--- config.mk ---
export PLATFORM = sky130hd
export DESIGN_NAME = uart_tx_ctrl_flat
export DESIGN_NICKNAME = d
export VERILOG_FILES = /design/src/rtl/uart_tx_pkg.sv /design/src/rtl/uart_tx_ctrl_if.sv /design/src/rtl/uart_tx_serializer.sv /design/src/rtl/uart_tx_ctrl.sv /design/src/flat_wrapper.sv
export SDC_FILE = /design/constraint.sdc
export NUM_CORES = 1
export LEC_CHECK = 0
export ABC_AREA = 1
export ABC_CLOCK_PERIOD_IN_PS = 1100
export CORE_AREA = 10 10 58 60
export DETAILED_ROUTE_END_ITERATION = 6
export DIE_AREA = 0 0 68 70
export GPL_TIMING_DRIVEN = 0
export HOLD_SLACK_MARGIN = 0.02
export PLACE_DENSITY_LB_ADDON = 0.12
export SLEW_MARGIN = 10
export SYNTH_ARGS = -nofsm -noshare
export SYNTH_HDL_FRONTEND = slang
export SYNTH_SLANG_ARGS = --single-unit
--- constraint.sdc ---
create_clock -name CLK -period 1.1 [get_ports CLK]
set_input_delay 0.22 -clock CLK [delete_from_list [all_inputs] [get_ports CLK]]
set_output_delay 0.22 -clock CLK [all_outputs]
set_load 0.01 [all_outputs]
--- src/rtl/uart_tx_pkg.sv ---
// rtl/uart_tx_pkg.sv - shared state encoding and TX mux select codes
package uart_tx_pkg;

    typedef logic [2:0] state_t;

    localparam state_t ST_IDLE   = 3'd0;
    localparam state_t ST_START  = 3'd1;
    localparam state_t ST_DATA   = 3'd2;
    localparam state_t ST_PARITY = 3'd3;
    localparam state_t ST_STOP   = 3'd4;

    // Select codes understood by the downstream registered TX output mux
    localparam logic [1:0] MUX_SEL_START = 2'b00;
    localparam logic [1:0] MUX_SEL_DATA  = 2'b01;
    localparam logic [1:0] MUX_SEL_PAR   = 2'b10;
    localparam logic [1:0] MUX_SEL_STOP  = 2'b11;

endpackage

--- src/rtl/uart_tx_ctrl_if.sv ---
// rtl/uart_tx_ctrl_if.sv - byte input and mux-control bundle of the UART TX control stage
interface uart_tx_ctrl_if #(parameter int DATA_WIDTH = 8);

    logic [DATA_WIDTH-1:0] P_DATA;
    logic                  DATA_VALID;
    logic                  PAR_EN;
    logic                  PAR_TYP;
    logic [1:0]            mux_sel;
    logic                  ser_data;
    logic                  par_bit;
    logic                  busy;

    modport master (
        output P_DATA, DATA_VALID, PAR_EN, PAR_TYP,
        input  mux_sel, ser_data, par_bit, busy
    );

    modport slave (
        input  P_DATA, DATA_VALID, PAR_EN, PAR_TYP,
        output mux_sel, ser_data, par_bit, busy
    );

endinterface

--- src/rtl/uart_tx_serializer.sv ---
// rtl/uart_tx_serializer.sv - LSB-first shift register with frame bit counter
module uart_tx_serializer #(
    parameter int DATA_WIDTH = 8
) (
    input  logic                  CLK,
    input  logic                  RST,
    input  logic                  load,
    input  logic                  shift_en,
    input  logic [DATA_WIDTH-1:0] data_in,
    output logic                  ser_data,
    output logic                  ser_done
);

    localparam int CNT_W = $clog2(DATA_WIDTH) + 1;

    logic [DATA_WIDTH-1:0] shreg;
    logic [CNT_W-1:0]      cnt;

    always_ff @(posedge CLK or negedge RST) begin
        if (!RST) begin
            shreg <= '0;
            cnt   <= '0;
        end else if (load) begin
            shreg <= data_in;
            cnt   <= '0;
        end else if (shift_en) begin
            shreg <= shreg >> 1;
            cnt   <= cnt + CNT_W'(1);
        end
    end

    assign ser_data = shreg[0];
    // Asserted during the last data bit so the FSM leaves DATA after exactly DATA_WIDTH cycles
    assign ser_done = (cnt == CNT_W'(DATA_WIDTH - 1));

endmodule

--- src/rtl/uart_tx_ctrl.sv ---
// rtl/uart_tx_ctrl.sv - UART TX frame sequencer driving the registered TX output mux
module uart_tx_ctrl
    import uart_tx_pkg::*;
#(
    parameter int DATA_WIDTH = 8
) (
    input  logic          CLK,
    input  logic          RST,
    uart_tx_ctrl_if.slave bus
);

    state_t     state_q;
    state_t     state_d;
    logic       load;
    logic       shift_en;
    logic       ser_done;
    logic       par_en_q;
    logic       par_bit_q;
    logic [1:0] mux_sel_c;
    logic       busy_c;

    assign load     = (state_q == ST_IDLE) && bus.DATA_VALID;
    assign shift_en = (state_q == ST_DATA);

    always_ff @(posedge CLK or negedge RST) begin
        if (!RST) begin
            state_q <= ST_IDLE;
        end else begin
            state_q <= state_d;
        end
    end

    // Parity mode and value are frozen at acceptance; mid-frame input changes are ignored
    always_ff @(posedge CLK or negedge RST) begin
        if (!RST) begin
            par_en_q  <= 1'b0;
            par_bit_q <= 1'b0;
        end else if (load) begin
            par_en_q  <= bus.PAR_EN;
            par_bit_q <= bus.PAR_TYP ? ~^bus.P_DATA : ^bus.P_DATA;
        end
    end

    always_comb begin
        state_d = ST_IDLE;
        case (state_q)
            ST_IDLE:   state_d = bus.DATA_VALID ? ST_START : ST_IDLE;
            ST_START:  state_d = ST_DATA;
            ST_DATA: begin
                if (!ser_done)     state_d = ST_DATA;
                else if (par_en_q) state_d = ST_PARITY;
                else               state_d = ST_STOP;
            end
            ST_PARITY: state_d = ST_STOP;
            ST_STOP:   state_d = ST_IDLE;
            default:   state_d = ST_IDLE;
        endcase
    end

    always_comb begin
        mux_sel_c = MUX_SEL_STOP;
        busy_c    = 1'b0;
        case (state_q)
            ST_START:  begin mux_sel_c = MUX_SEL_START; busy_c = 1'b1; end
            ST_DATA:   begin mux_sel_c = MUX_SEL_DATA;  busy_c = 1'b1; end
            ST_PARITY: begin mux_sel_c = MUX_SEL_PAR;   busy_c = 1'b1; end
            ST_STOP:   begin mux_sel_c = MUX_SEL_STOP;  busy_c = 1'b1; end
            default:   begin mux_sel_c = MUX_SEL_STOP;  busy_c = 1'b0; end
        endcase
    end

    uart_tx_serializer #(.DATA_WIDTH(DATA_WIDTH)) u_serializer (
        .CLK      (CLK),
        .RST      (RST),
        .load     (load),
        .shift_en (shift_en),
        .data_in  (bus.P_DATA),
        .ser_data (bus.ser_data),
        .ser_done (ser_done)
    );

    assign bus.mux_sel = mux_sel_c;
    assign bus.busy    = busy_c;
    assign bus.par_bit = par_bit_q;

endmodule

--- src/flat_wrapper.sv ---
// flat-port wrapper written by rule: the top's interface ports become plain ports
module uart_tx_ctrl_flat import uart_tx_pkg::*;
#(
    parameter int DATA_WIDTH = 8
)
  (CLK, RST, bus_P_DATA, bus_DATA_VALID, bus_PAR_EN, bus_PAR_TYP, bus_mux_sel, bus_ser_data, bus_par_bit, bus_busy);
  uart_tx_ctrl_if #(.DATA_WIDTH(DATA_WIDTH)) bus_i ();
  input  logic CLK;
  input  logic RST;
  input wire logic [$bits(bus_i.P_DATA)-1:0] bus_P_DATA;
  input wire logic [$bits(bus_i.DATA_VALID)-1:0] bus_DATA_VALID;
  input wire logic [$bits(bus_i.PAR_EN)-1:0] bus_PAR_EN;
  input wire logic [$bits(bus_i.PAR_TYP)-1:0] bus_PAR_TYP;
  output wire logic [$bits(bus_i.mux_sel)-1:0] bus_mux_sel;
  output wire logic [$bits(bus_i.ser_data)-1:0] bus_ser_data;
  output wire logic [$bits(bus_i.par_bit)-1:0] bus_par_bit;
  output wire logic [$bits(bus_i.busy)-1:0] bus_busy;
  assign bus_i.P_DATA = bus_P_DATA;
  assign bus_i.DATA_VALID = bus_DATA_VALID;
  assign bus_i.PAR_EN = bus_PAR_EN;
  assign bus_i.PAR_TYP = bus_PAR_TYP;
  assign bus_mux_sel = bus_i.mux_sel;
  assign bus_ser_data = bus_i.ser_data;
  assign bus_par_bit = bus_i.par_bit;
  assign bus_busy = bus_i.busy;
  uart_tx_ctrl #(.DATA_WIDTH(DATA_WIDTH)) u_core (.CLK(CLK), .RST(RST), .bus(bus_i));
endmodule
# Yosys cells after proc, flatten, opt, wreduce, memory -nomap -nowiden
# Index checks and enable logic that the tools add are counted.
# W data, S select, Z words.
[word_totals]
wordCells = 28
out_inout_bits = 5
input_bits = 13
register_bits = 17
[classes]
n_eq_ne = 5
n_mux = 11
n_addsub = 1
n_reduce_logical = 6
[op_table]
columns = ["op", "n"]
rows = [
  ["$mux W8", 2],
  ["$pmux W3 S4", 1],
  ["$mux W4", 2],
  ["$reduce_xnor A8 Y1", 1],
  ["$reduce_xor A8 Y1", 1],
  ["$eq A3 B2 Y1 const B", 2],
  ["$mux W3", 2],
  ["$pmux W2 S3", 1],
  ["$add A4 B1 Y4 const B", 1],
  ["$eq A4 B3 Y1 const B", 1],
  ["$reduce_or A4 Y1", 1],
  ["$eq A3 B1 Y1 const B", 1],
  ["$eq A3 B3 Y1 const B", 1],
  ["$logic_not A3 Y1", 1],
  ["$mux W1", 3],
  ["$reduce_bool A2 Y1", 1],
  ["$logic_and A1 B1 Y1", 1],
]

# Longest topological paths before layout
[logic_depth]
depth_word = 3
mapped_depth = 10
mapped_depth_nobuf = 10

# Hierarchy
# From an unflattened synthesis, not the netlist that was laid out.
[unflattened]
hier_cells = 130
area_unflattened_um2 = 982.2
[modules_own_cells]
columns = ["module", "cells_each", "seq_area_each_um2", "area_per_inst_um2", "instances"]
rows = [
  ["uart_tx_serializer", 66, 300.3, 593.1, 1],
  ["uart_tx_ctrl", 64, 125.1, 389.1, 1],
]

# Worst setup path before layout
# OpenSTA, ideal clock, no wires.
[synth_path]
path_type = "register to output"
from = "register u_core.state_q[2]"
to = "output bus_busy"
setup_slack_ps = -81
stages_incl_launch_ff = 7
path_buffers = 1
t_arrival_ps = 961
required_ps = 880
cell_sequence = "dfrtp_1 inv_2 nand2_2 nor2_4 inv_2 buf_6 nand3_1"
[synth_via]
elab_chain_len = 3
word_cells_on_any_way = 6
classes_between = "4 x eq/ne; 1 x mux; 1 x reduce/logical"
[synth_lines]
columns = ["element", "line", "rtl"]
rows = [
  ["start: declaration", "uart_tx_ctrl.sv:12", "state_t state_q;"],
  ["start signal: assignment", "uart_tx_ctrl.sv:29", "state_q <= state_d;"],
  ["$eq A3 B3 Y1, or another cell as far along", "uart_tx_ctrl.sv:63", "case (state_q)"],
  ["$reduce_or A4 Y1 (no source line) *", "--", ""],
  ["$mux W1 *", "uart_tx_ctrl.sv:63", ""],
  ["end: declaration", "flat_wrapper.sv:17", "output wire logic [$bits(bus_i.busy)-1:0] bus_busy;"],
]
# Every way passes the cells marked *; elsewhere a longest branch is shown, timed or not.

# Worst setup path after layout
# Ends and elaborated chain as after synthesis.

==> results.sh <==
export IMPL_crit_type="reg2out"
export IMPL_clock_skew_ns=0.00837
export IMPL_max_stage_delay_ns=0.40
export IMPL_cts_tree="done"
export IMPL_fin_cells=194
export IMPL_area_growth_syn_to_layout_pct=47.3
export IMPL_arrival_ns=1.23
export IMPL_yosysUniqueCellTypes=24
export IMPL_synth_area_leaders="dfrtp_1, nand2_1, inv_1"
export IMPL_antenna_found_initial=0
export IMPL_syn_avg_cell_area_sq_um=7.45
export IMPL_dp_hpwl_mm=1.64
export IMPL_synth_top_area_frac=0.443
export IMPL_syn_cell_area_sq_um=961
export IMPL_cp_required_ns=0.88
export IMPL_crit_chain="inv_2 > nand2_4 > nor2_4 > inv_2 > buf_6 > nand3_2 > buf_6"
export IMPL_power_leakage_nw=0.707
export IMPL_ant_nets=0
export IMPL_cp_slowest_cell="dfrtp_1"
export IMPL_layout_drive_gt1_share=0.329
export IMPL_wirelength_mm=2.37
export IMPL_rows=18
export IMPL_ioPinCount=18
export IMPL_crit_buf_inv=4
export IMPL_coreArea_sq_um=2340
export IMPL_crit_path_end_kind="primary output"
export IMPL_cts_hold_buf=0
export IMPL_fillers=234
export IMPL_max_freq_ghz=0.689
export IMPL_grt_pass1_vias=961
export IMPL_grt_start_max_net_pins=18
export IMPL_cts_buffers_inserted=3
export IMPL_relSlewSlack=0.489
export IMPL_place_ws_ns=-0.658
export IMPL_worst_slack_ns=-0.352
export IMPL_setup_viol=20
export IMPL_final_util=0.604
export IMPL_synth_warnings=0
export IMPL_post_route_period_util=1.32
export IMPL_start_kind="flip-flop"
export IMPL_grt_setup_unrepaired="yes"
export IMPL_ir_worst_vdd_uv=1190
export IMPL_clk_path_buf_depth=2
export IMPL_hold_viol_final=0
export IMPL_crit_path_max_fanout=2
export IMPL_multi_input_area_sq_um=500
export IMPL_violations="setup timing"
export IMPL_worstMarginPinSlew_ns=0.763
export IMPL_critical_path_top_delay_family="flip-flops"
export IMPL_regArea_sq_um=427
export IMPL_power_density_nw_per_um2=2500
export IMPL_start_util=0.410
export IMPL_total_power_mw=3.54
export IMPL_diodes=0
export IMPL_grt_overflow_total=0
export IMPL_drt_pass1_iterations=4
export IMPL_clkLatencyLatePin_ns=0.28
export IMPL_hold_class="in2async"
export IMPL_drc=0
export IMPL_clk_pin_slew_worst_paths_ns=0.10
export IMPL_die_area_sq_um=4760
export IMPL_seq_area_frac_synth=0.443
export IMPL_via_count=930
export IMPL_synth_nets=143
export IMPL_fin_nets=179
export IMPL_fin_tns_setup_ns=-3.52
export IMPL_routed_via_density=4.79
export IMPL_htreeDepth=1
export IMPL_synth_cells=129
export IMPL_port_buffers=17
export IMPL_routedWlPerCell_um=12.2
export IMPL_status="finished with violations"
export IMPL_period_needed_ns=1.45
export IMPL_cts_root_buf="clkbuf_4"
export IMPL_yosysTopAreaCell="dfrtp_1"
export IMPL_die_w_um=68
export IMPL_maxCapViolations=0
export IMPL_ys_ff_latch=17
export IMPL_dp_cells=176
export IMPL_finalMaxSlewViolations=0
export IMPL_drt_iter0_drc=27
export IMPL_cts_sinks=17
export IMPL_grtUsageTotal=0.102
export IMPL_grt_pass1_wl_mm=3.86
export IMPL_fp_dieH_um=70
export IMPL_gp_congestion=0.710
## layout make-up
type | instances | share of cell area
Timing Repair Buffer | 31 | 0.206
Multi-Input combinational cell | 83 | 0.354
Sequential cell | 17 | 0.302
Clock buffer | 4 | 0.0186
Buffer | 2 | 0.0186
Inverter | 27 | 0.0752
Tap cell | 30 | 0.0265
## worst paths after layout
| check | to | start | depth (start not counted) | slack, ns |
|---|---|---|---|---|
| setup / recovery | bus_busy | u_core.state_q[2] | 7 | -0.35 |
| hold / removal | u_core.u_serializer.shreg[7] | RST | 1 | 0.38 |
| setup reg to reg | u_core.u_serializer.shreg[5] | u_core.state_q[2] | 9 | -0.22 |
| hold reg to reg | u_core.bus.par_bit | u_core.bus.par_bit | 2 | 0.49 |
| max in group asynchronous | u_core.state_q[0] | RST | 1 | 0.19 |
| min in group CLK | u_core.bus.par_bit | u_core.bus.par_bit | 2 | 0.49 |
## layout by cell type, fill, tap and decap left out, types with 2 or more instances in the layout
cell type / n
nand2_1: 28
o21ai_1: 14
nor2_4: 5
nor2_1: 9
nor2_2: 2
dfrtp_1: 16
nand2_2: 2
inv_1: 21
inv_4: 2
clkdlybuf4s50_1: 12
clkbuf_4: 3
nand3_2: 2
nand3_1: 3
inv_2: 4
buf_4: 9
buf_6: 6
o21ai_2: 6
buf_2: 4
## synthesized netlist by cell type, drive strengths merged
cell type  number
nand2          31
inv            27
o21ai          20
dfrtp          17
nor2           16
nand3           6
buf             2
a211oi          1
a21oi           1
a22o            1
a31oi           1
ha              1
nand4           1
nor3            1
o221ai          1
o22ai           1
xor2            1
## repair_timing
| item | CTS | global route |
|---|---|---|
| setup endpoints to repair | 22 | 20 |
| gates cloned | 1 | 0 |
| setup buffers | 10 | 4 |
| pin swaps | 7 | 3 |
| resized for setup | 38 | 15 |
## stage by stage
stage | hold slack, ns | instance area (sq um)
after floorplan | -0.0756 | 972
after global placement | 0.465 | 1180
after detailed placement | 0.464 | 1180
after CTS | 0.397 | 1360
after global routing | 0.429 | 1420
final | 0.376 | 1420
## power breakdown
part | switching (mW) | internal, mW
Clock | 0.183 | 0.141
Combinational | 1.13 | 1.03
Sequential | 0.153 | 0.901
Total | 1.47 | 2.07
## logic make-up (layout without fill, tap and decap cells)
family                   after synthesis  in the layout  synth area share
adder cells (fa/ha/maj)                1              1            0.0130
AO/OA/AOI/OAI                         26             26             0.152
buffers and inverters                 29             64             0.125
AND/OR/NAND/NOR                       55             55             0.258
flip-flops                            17             17             0.443
XOR/XNOR                               1              1           0.00912
## routing by layer
metal	GRT usage	part of all wire	wire length [um]
met1	0.107	0.40	954
met3	0.0207	0.048	115
met5	0	0	0
met4	0.0671	0.014	34
met2	0.174	0.53	1270
## sequential cells by signal, summed over array words and instances (netlist names)
register and cells:
u_core.state_q 3, u_core.u_serializer.cnt 4, u_core.par_en_q 1, u_core.u_serializer.shreg 8, u_core.bus.par_bit 1
## worst reg2reg max path, cell delays in order (launching register included)
cell	delay, ns
dfrtp_1	0.40
inv_2	0.08
nand2_4	0.05
nor2_4	0.11
inv_2	0.05
buf_6	0.11
buf_4	0.17
o21ai_1	0.14
o21ai_1	0.08
o21ai_1	0.07
Power figures use the tool's default switching activity.
